--- config.mk ---
export PLATFORM = sky130hd
export DESIGN_NAME = mem_cmd_arbiter
export DESIGN_NICKNAME = d
export VERILOG_FILES = /design/src/rtl/mem_cmd_arbiter_pkg.sv /design/src/rtl/mem_cmd_arbiter_fifo.sv /design/src/rtl/mem_cmd_arbiter.sv
export SDC_FILE = /design/constraint.sdc
export NUM_CORES = 1
export LEC_CHECK = 0
export CORE_MARGIN = 4
export CORE_UTILIZATION = 51
export DETAILED_ROUTE_END_ITERATION = 16
export PLACE_DENSITY_LB_ADDON = 0.08
export SYNTH_ARGS = -nofsm -noshare
export SYNTH_HDL_FRONTEND = slang
export SYNTH_SLANG_ARGS = --single-unit
--- constraint.sdc ---
create_clock -name clk -period 2.05 [get_ports clk]
set_clock_uncertainty 0.05 [all_clocks]
set_input_delay 0.205 -clock clk [delete_from_list [all_inputs] [get_ports clk]]
set_output_delay 0.205 -clock clk [all_outputs]
set_load 0.05 [all_outputs]
--- src/rtl/mem_cmd_arbiter_pkg.sv ---
// Shared definitions for the memory command arbiter: payload layout,
// FSM state encoding and source identifiers.
package mem_cmd_arbiter_pkg;

  localparam int PAYLOAD_W = 22;

  // Field offsets inside a packed command:
  // {move_dir, msg_type, block_x, block_y, card, sel_len}
  localparam int SEL_LEN_LSB  = 0;
  localparam int CARD_LSB     = 3;
  localparam int BLOCK_Y_LSB  = 9;
  localparam int BLOCK_X_LSB  = 12;
  localparam int MSG_TYPE_LSB = 17;
  localparam int MOVE_DIR_LSB = 21;

  typedef enum logic [1:0] {
    ST_IDLE  = 2'd0,
    ST_ISSUE = 2'd1,
    ST_WAIT  = 2'd2
  } state_t;

  localparam logic SRC_LOCAL  = 1'b0;
  localparam logic SRC_REMOTE = 1'b1;

  function automatic logic [PAYLOAD_W-1:0] pack_cmd(
    input logic       move_dir,
    input logic [3:0] msg_type,
    input logic [4:0] block_x,
    input logic [2:0] block_y,
    input logic [5:0] card,
    input logic [2:0] sel_len
  );
    return {move_dir, msg_type, block_x, block_y, card, sel_len};
  endfunction

endpackage

--- src/rtl/mem_cmd_arbiter_fifo.sv ---
// Small synchronous FIFO holding packed commands for one source.
// Pointers carry one extra wrap bit so full/empty need no counter.
module cmd_fifo #(
  parameter int DEPTH = 4,
  parameter int W     = 22
) (
  input  logic         clk,
  input  logic         rst,
  input  logic         push,
  input  logic         pop,
  input  logic         flush,
  input  logic [W-1:0] din,
  output logic [W-1:0] dout,
  output logic         full,
  output logic         empty
);
  localparam int AW = $clog2(DEPTH);

  logic [AW:0]  wr_ptr;
  logic [AW:0]  rd_ptr;
  logic [W-1:0] mem [DEPTH];
  logic         do_push;
  logic         do_pop;

  // A push while full is dropped; flush wins over both push and pop.
  assign do_push = push && !full && !flush;
  assign do_pop  = pop && !empty && !flush;

  assign full  = (wr_ptr[AW] != rd_ptr[AW]) && (wr_ptr[AW-1:0] == rd_ptr[AW-1:0]);
  assign empty = (wr_ptr == rd_ptr);
  assign dout  = mem[rd_ptr[AW-1:0]];

  // Pointer update: reset and flush both return to empty.
  always_ff @(posedge clk) begin
    if (!rst || flush) begin
      wr_ptr <= '0;
      rd_ptr <= '0;
    end else begin
      if (do_push) wr_ptr <= wr_ptr + 1'b1;
      if (do_pop)  rd_ptr <= rd_ptr + 1'b1;
    end
  end

  // Storage write; contents need no reset since empty gates every read.
  always_ff @(posedge clk) begin
    if (do_push) mem[wr_ptr[AW-1:0]] <= din;
  end

endmodule

--- src/rtl/mem_cmd_arbiter.sv ---
// Serializes local and remote memory commands toward MemoryHandle:
// per-source FIFOs, round-robin grant, one-cycle issue strobe and a
// bounded wait for the completion pulse.
module mem_cmd_arbiter
  import mem_cmd_arbiter_pkg::*;
#(
  parameter int DEPTH   = 4,
  parameter int TIMEOUT = 1023,
  parameter int TW      = 10
) (
  input  logic       clk,
  input  logic       rst,
  input  logic       ctrl_en,
  input  logic       ctrl_move_dir,
  input  logic [3:0] ctrl_msg_type,
  input  logic [4:0] ctrl_block_x,
  input  logic [2:0] ctrl_block_y,
  input  logic [5:0] ctrl_card,
  input  logic [2:0] ctrl_sel_len,
  input  logic       interboard_rst,
  input  logic       interboard_en,
  input  logic       interboard_move_dir,
  input  logic [3:0] interboard_msg_type,
  input  logic [4:0] interboard_block_x,
  input  logic [2:0] interboard_block_y,
  input  logic [5:0] interboard_card,
  input  logic [2:0] interboard_sel_len,
  input  logic       mem_done,
  output logic       mem_en,
  output logic       mem_src,
  output logic       mem_move_dir,
  output logic [3:0] mem_msg_type,
  output logic [4:0] mem_block_x,
  output logic [2:0] mem_block_y,
  output logic [5:0] mem_card,
  output logic [2:0] mem_sel_len,
  output logic       ctrl_full,
  output logic       ib_full,
  output logic       ovf_err,
  output logic       tmo_err,
  output logic       busy
);

  state_t                 state;
  state_t                 state_next;
  logic                   rr_ptr;
  logic [TW-1:0]          tmo_cnt;
  logic [PAYLOAD_W-1:0]   issued;
  logic [PAYLOAD_W-1:0]   l_din;
  logic [PAYLOAD_W-1:0]   r_din;
  logic [PAYLOAD_W-1:0]   l_dout;
  logic [PAYLOAD_W-1:0]   r_dout;
  logic                   l_empty;
  logic                   r_empty;
  logic                   grant_l;
  logic                   grant_r;
  logic                   tmo_hit;

  assign l_din = pack_cmd(ctrl_move_dir, ctrl_msg_type, ctrl_block_x,
                          ctrl_block_y, ctrl_card, ctrl_sel_len);
  assign r_din = pack_cmd(interboard_move_dir, interboard_msg_type, interboard_block_x,
                          interboard_block_y, interboard_card, interboard_sel_len);

  // Strobes coinciding with a remote flush are discarded via the flush input.
  cmd_fifo #(.DEPTH(DEPTH), .W(PAYLOAD_W)) u_local_fifo (
    .clk   (clk),
    .rst   (rst),
    .push  (ctrl_en),
    .pop   (grant_l),
    .flush (interboard_rst),
    .din   (l_din),
    .dout  (l_dout),
    .full  (ctrl_full),
    .empty (l_empty)
  );

  cmd_fifo #(.DEPTH(DEPTH), .W(PAYLOAD_W)) u_remote_fifo (
    .clk   (clk),
    .rst   (rst),
    .push  (interboard_en),
    .pop   (grant_r),
    .flush (interboard_rst),
    .din   (r_din),
    .dout  (r_dout),
    .full  (ib_full),
    .empty (r_empty)
  );

  // State register.
  always_ff @(posedge clk) begin
    if (!rst) state <= ST_IDLE;
    else      state <= state_next;
  end

  // Next state and grant decision; rr_ptr names the preferred source
  // when both FIFOs hold work.
  always_comb begin
    state_next = state;
    grant_l    = 1'b0;
    grant_r    = 1'b0;
    tmo_hit    = 1'b0;
    if (interboard_rst) begin
      state_next = ST_IDLE;
    end else begin
      case (state)
        ST_IDLE: begin
          if (!l_empty && (r_empty || rr_ptr == SRC_LOCAL)) begin
            grant_l    = 1'b1;
            state_next = ST_ISSUE;
          end else if (!r_empty) begin
            grant_r    = 1'b1;
            state_next = ST_ISSUE;
          end
        end
        ST_ISSUE: state_next = ST_WAIT;
        ST_WAIT: begin
          if (mem_done) begin
            state_next = ST_IDLE;
          end else if (tmo_cnt == TW'(TIMEOUT - 1)) begin
            tmo_hit    = 1'b1;
            state_next = ST_IDLE;
          end
        end
        default: state_next = ST_IDLE;
      endcase
    end
  end

  // Datapath: issued payload, round-robin pointer, timeout counter, sticky errors.
  always_ff @(posedge clk) begin
    if (!rst) begin
      rr_ptr  <= SRC_LOCAL;
      tmo_cnt <= '0;
      issued  <= '0;
      mem_src <= SRC_LOCAL;
      ovf_err <= 1'b0;
      tmo_err <= 1'b0;
    end else begin
      if (!interboard_rst && ((ctrl_en && ctrl_full) || (interboard_en && ib_full)))
        ovf_err <= 1'b1;
      if (tmo_hit)
        tmo_err <= 1'b1;
      if (interboard_rst)  rr_ptr <= SRC_LOCAL;
      else if (grant_l)    rr_ptr <= SRC_REMOTE;
      else if (grant_r)    rr_ptr <= SRC_LOCAL;
      if (grant_l || grant_r) begin
        mem_src <= grant_r ? SRC_REMOTE : SRC_LOCAL;
        issued  <= grant_r ? r_dout : l_dout;
      end
      if (state == ST_ISSUE)     tmo_cnt <= '0;
      else if (state == ST_WAIT) tmo_cnt <= tmo_cnt + 1'b1;
    end
  end

  assign mem_en       = (state == ST_ISSUE) && !interboard_rst;
  assign mem_move_dir = issued[MOVE_DIR_LSB];
  assign mem_msg_type = issued[MSG_TYPE_LSB +: 4];
  assign mem_block_x  = issued[BLOCK_X_LSB +: 5];
  assign mem_block_y  = issued[BLOCK_Y_LSB +: 3];
  assign mem_card     = issued[CARD_LSB +: 6];
  assign mem_sel_len  = issued[SEL_LEN_LSB +: 3];
  assign busy         = (state != ST_IDLE) || !l_empty || !r_empty;

endmodule

==> flow_metrics.py <==
metrics = {
    "synthesis": {
        "synthesis.area_per_instance_um2": 16.89,
        "netlist_instances": 522,
        "synth_cell_types": 41,
        "mappedNetlistNets": 584,
        "ys_flop_type": "sky130_fd_sc_hd__edfxtp_1",
        "synthesis.area_mm2": 0.008815,
        "synth_async_reset_ratio_pct": 0,
        "number_of_synthesized_flops_with_an_enable_pin": 176,
        "ys_seq_area_share_pct": 72.22,
        "ys_ff_latch": 230,
        "synth_warnings": 0,
    },
    "worst_setup_path": {
        "endpoint_kind": "output port",
        "cp.buffers_inverters": 1,
        "path_cells": "clkdlybuf4s50_1",
        "timing.critical_path.max_delay_family": "buffers and inverters",
        "worst-path-max-fanout": 2,
        "critical-path-slowest-cell": "sky130_fd_sc_hd__clkdlybuf4s50_1",
        "worst_ep_required_time_ns": 1.79,
        "slowest_delay_ns": 0.83,
        "timing_worst_setup_path_type": "reg2out",
        "critPathLaunchType": "flip-flop",
        "worst-endpoint-arrival_ns": 1.73,
    },
    "floorplanning": {
        "floorplan.die_area_mm2": 0.01945,
        "core.rowCount": 47,
        "floorplan.die.width_um": 139.5,
        "floorplan.die.height_um": 139.5,
        "core_mm2": 0.01676,
        "ios": 79,
        "initial_core_util_pct": 52.59,
    },
    "clock_network": {
        "cts_made_buffers": 24,
        "cts_hold_buffers": 0,
        "clkLatencyLatePin_ns": 0.52,
        "clock_tree.htree_level_count": 1,
        "ctsRootBufferMaster": "sky130_fd_sc_hd__clkbuf_16",
        "clk_path_buf_depth": 3,
        "clkSinkCount": 230,
        "cts.reportedPaths.clkPinSlew_ns": 0.06,
        "cts_tree": "yes",
    },
    "global_route": {
        "grt_max_degree": 43,
        "first_global_vias": 5017,
        "number_of_antenna_violations_at_the_first_check_in_global_routing": 0,
        "overflow": 0,
        "grt_pass1_wl_mm": 27.46,
        "groute.usage.overall_pct": 17.90,
    },
    "finish": {
        "layoutNonFillerInstCount": 867,
        "postLayoutCoreUtil_pct": 65.16,
        "synthToLayoutAreaGrowth_pct": 23.89,
        "nFillCells": 1184,
        "fin_nets": 692,
        "final_layout_size_suffix_gt1_share_pct": 20.25,
        "antennaDiodeCount": 0,
    },
    "power_and_ir_drop": {
        "switching_power_mw": 2.179,
        "power_report.internal_total_mw": 7.978,
        "leakagePower_nw": 3.675,
        "p_seq_share_pct": 51.1,
        "switching_share_pct": 21.45,
        "power_per_cell_area_mw_per_mm2": 930.1,
        "p_clk_share_pct": 41.5,
        "p_comb_share_pct": 7.4,
        "peakVddDrop_uv": 644.0,
    },
    "sta": {
        "max_clock_freq_ghz": 0.5039,
        "report.final.slew_viol_count": 0,
        "final.period_utilization_pct": 96.80,
        "finalCriticalPeriod_ns": 1.984,
        "finalSetupTns_ns": 0,
        "final_setup_violations": 0,
        "timing.slew.headroom_pct": 65.35,
        "finalHoldViolCount": 0,
        "max_slew.worst_pin.slew_ns": 0.5182,
    },
    "placement": {
        "buffer_ports.inserted": 78,
        "placed_cells": 821,
        "place_hpwl_mm": 11.14,
        "gp_congestion": 0.7766,
    },
    "route": {
        "dr_total_vias": 4758,
        "first_pass_iters": 4,
        "drcViolationCount": 0,
        "routed_wl_mm": 17.06,
        "drt.antenna.violating_nets": 0,
        "wl_per_cell_um": 19.67,
        "dr_iter_0_viols": 271,
        "drt-vias-per-instance": 5.488,
    },
    "run_status": {
        "outcome": "finished, final reports clean",
    },
    "worst_hold_path": {
        "hold_path.class": "in2reg",
    },
    "flow_run": {
        "drv.max_cap_violation_count": 0,
    },
}
[layer usage]
layer  routed length (um)  vias up  GRT usage (%)
li1                     -     2231              -
met4                  264        0          3.965
met1                 7254     2388          23.92
met5                    0        -              0
met2                 8801      117          31.15
met3                  737       22          3.053
[kinds of logic (layout without fill, tap and decap cells)]
| family | after synthesis | count (layout) | synth area share [%] |
|---|---|---|---|
| xor+xnor | 23 | 23 | 2.370 |
| fa+ha+maj | 12 | 12 | 1.703 |
| buf+inv | 32 | 157 | 1.675 |
| simple gates | 116 | 116 | 5.862 |
| compound gates | 62 | 62 | 4.585 |
| mux | 47 | 47 | 11.58 |
| flops | 230 | 230 | 72.22 |
[placed cells by master, fill, tap and decap left out, types with 10 or more instances in the layout]
master	n
sky130_fd_sc_hd__mux4_2	44
sky130_fd_sc_hd__xor2_1	11
sky130_fd_sc_hd__edfxtp_1	176
sky130_fd_sc_hd__dfxtp_1	46
sky130_fd_sc_hd__ha_1	12
sky130_fd_sc_hd__clkdlybuf4s50_1	74
sky130_fd_sc_hd__nor2_1	27
sky130_fd_sc_hd__o21ai_1	22
sky130_fd_sc_hd__buf_4	20
sky130_fd_sc_hd__clkbuf_16	24
sky130_fd_sc_hd__buf_12	10
sky130_fd_sc_hd__nand2_1	56
sky130_fd_sc_hd__a31oi_1	22
[cell usage after synthesis (all sizes together) (2+ instances only)]
| library cell | n | area [um2] |
|---|---|---|
| a211o | 2 | 17.52 |
| a21oi | 2 | 10.01 |
| a311oi | 2 | 17.52 |
| a31oi | 22 | 137.6 |
| and2 | 8 | 50.05 |
| and3 | 6 | 37.54 |
| buf | 13 | 76.32 |
| clkbuf | 10 | 37.54 |
| dfxtp | 54 | 1081 |
| edfxtp | 176 | 5285 |
| ha | 12 | 150.1 |
| inv | 9 | 33.78 |
| mux2i | 3 | 30.03 |
| mux4 | 44 | 991.0 |
| nand2 | 56 | 210.2 |
| nand2b | 3 | 18.77 |
| nand3 | 4 | 25.02 |
| nand4 | 4 | 25.02 |
| nor2 | 27 | 101.4 |
| nor2b | 2 | 12.51 |
| nor3 | 3 | 15.01 |
| o21ai | 25 | 125.1 |
| xnor2 | 11 | 103.9 |
| xor2 | 12 | 105.1 |
[final cells by class]
| cell class | instances | area (um2) | share of cell area, % |
|---|---|---|---|
| timing repair buffer | 105 | 1102 | 10.09 |
| tap | 220 | 275.3 | 2.521 |
| multi-input combinational | 260 | 2361 | 21.62 |
| sequential | 230 | 6376 | 58.39 |
| inverter | 9 | 33.78 | 0.3093 |
| clock inverter | 13 | 148.9 | 1.363 |
| clock buffer | 30 | 623.1 | 5.706 |
[what timing repair did]
| item | in CTS | in global routing |
|---|---|---|
| pin swaps | 2 | 1 |
| resized for setup | 9 | 9 |
| setup buffers | 3 | 0 |
| endpoints found under the setup margin | 1 | 14 |
[power by group through the flow]
| stage | registers [mW] | clock network (mW) | logic [mW] |
|---|---|---|---|
| floorplan | 5.41 | 0 | 0.280 |
| global placement | 5.28 | 0 | 0.741 |
| detailed placement | 5.28 | 0 | 0.751 |
| CTS | 5.19 | 4.30 | 0.762 |
| global route | 5.19 | 4.51 | 0.810 |
| finish | 5.19 | 4.22 | 0.754 |
[final timing paths]
kind | slack [ns] | to | depth (start not counted) | startpoint
setup / recovery | 0.07 | mem_card[5] | 1 | issued[8]$_SDFFE_PN0P_
hold / removal | 0.27 | u_remote_fifo.mem[2][3]$_DFFE_PP_ | 1 | interboard_card[0]
setup reg to reg | 0.11 | u_remote_fifo.wr_ptr[2]$_SDFFE_PP0P_ | 8 | u_remote_fifo.rd_ptr[2]$_SDFFE_PP0P_
hold reg to reg | 0.42 | ovf_err$_SDFFE_PN0P_ | 1 | ovf_err$_SDFFE_PN0P_
[state kept, by name (all words and copies together) (netlist names), named ones only]
name and count:
issued 22, mem_src 1, ovf_err 1, rr_ptr 1
state 2, tmo_cnt 10, tmo_err 1, u_local_fifo.mem 88
u_local_fifo.rd_ptr 3, u_local_fifo.wr_ptr 3, u_remote_fifo.mem 88, u_remote_fifo.rd_ptr 3
u_remote_fifo.wr_ptr 3
[metrics by stage]
| stage | worst slack (ns) | cell area (um2) | power [mW] | hold slack (ns) |
|---|---|---|---|---|
| after global placement | 0.07757 | 10060 | 6.018 | 0.3879 |
| after detailed placement | 0.08343 | 10060 | 6.032 | 0.4076 |
| after CTS | 0.005937 | 10890 | 10.25 | 0.2520 |
| final | 0.06553 | 10920 | 10.16 | 0.2722 |
| after floorplan | 0.1316 | 8820 | 5.691 | 0.2539 |
| after global routing | -0.004136 | 10920 | 10.51 | 0.2652 |
Note: power is estimated with default switching activity, not from simulation.
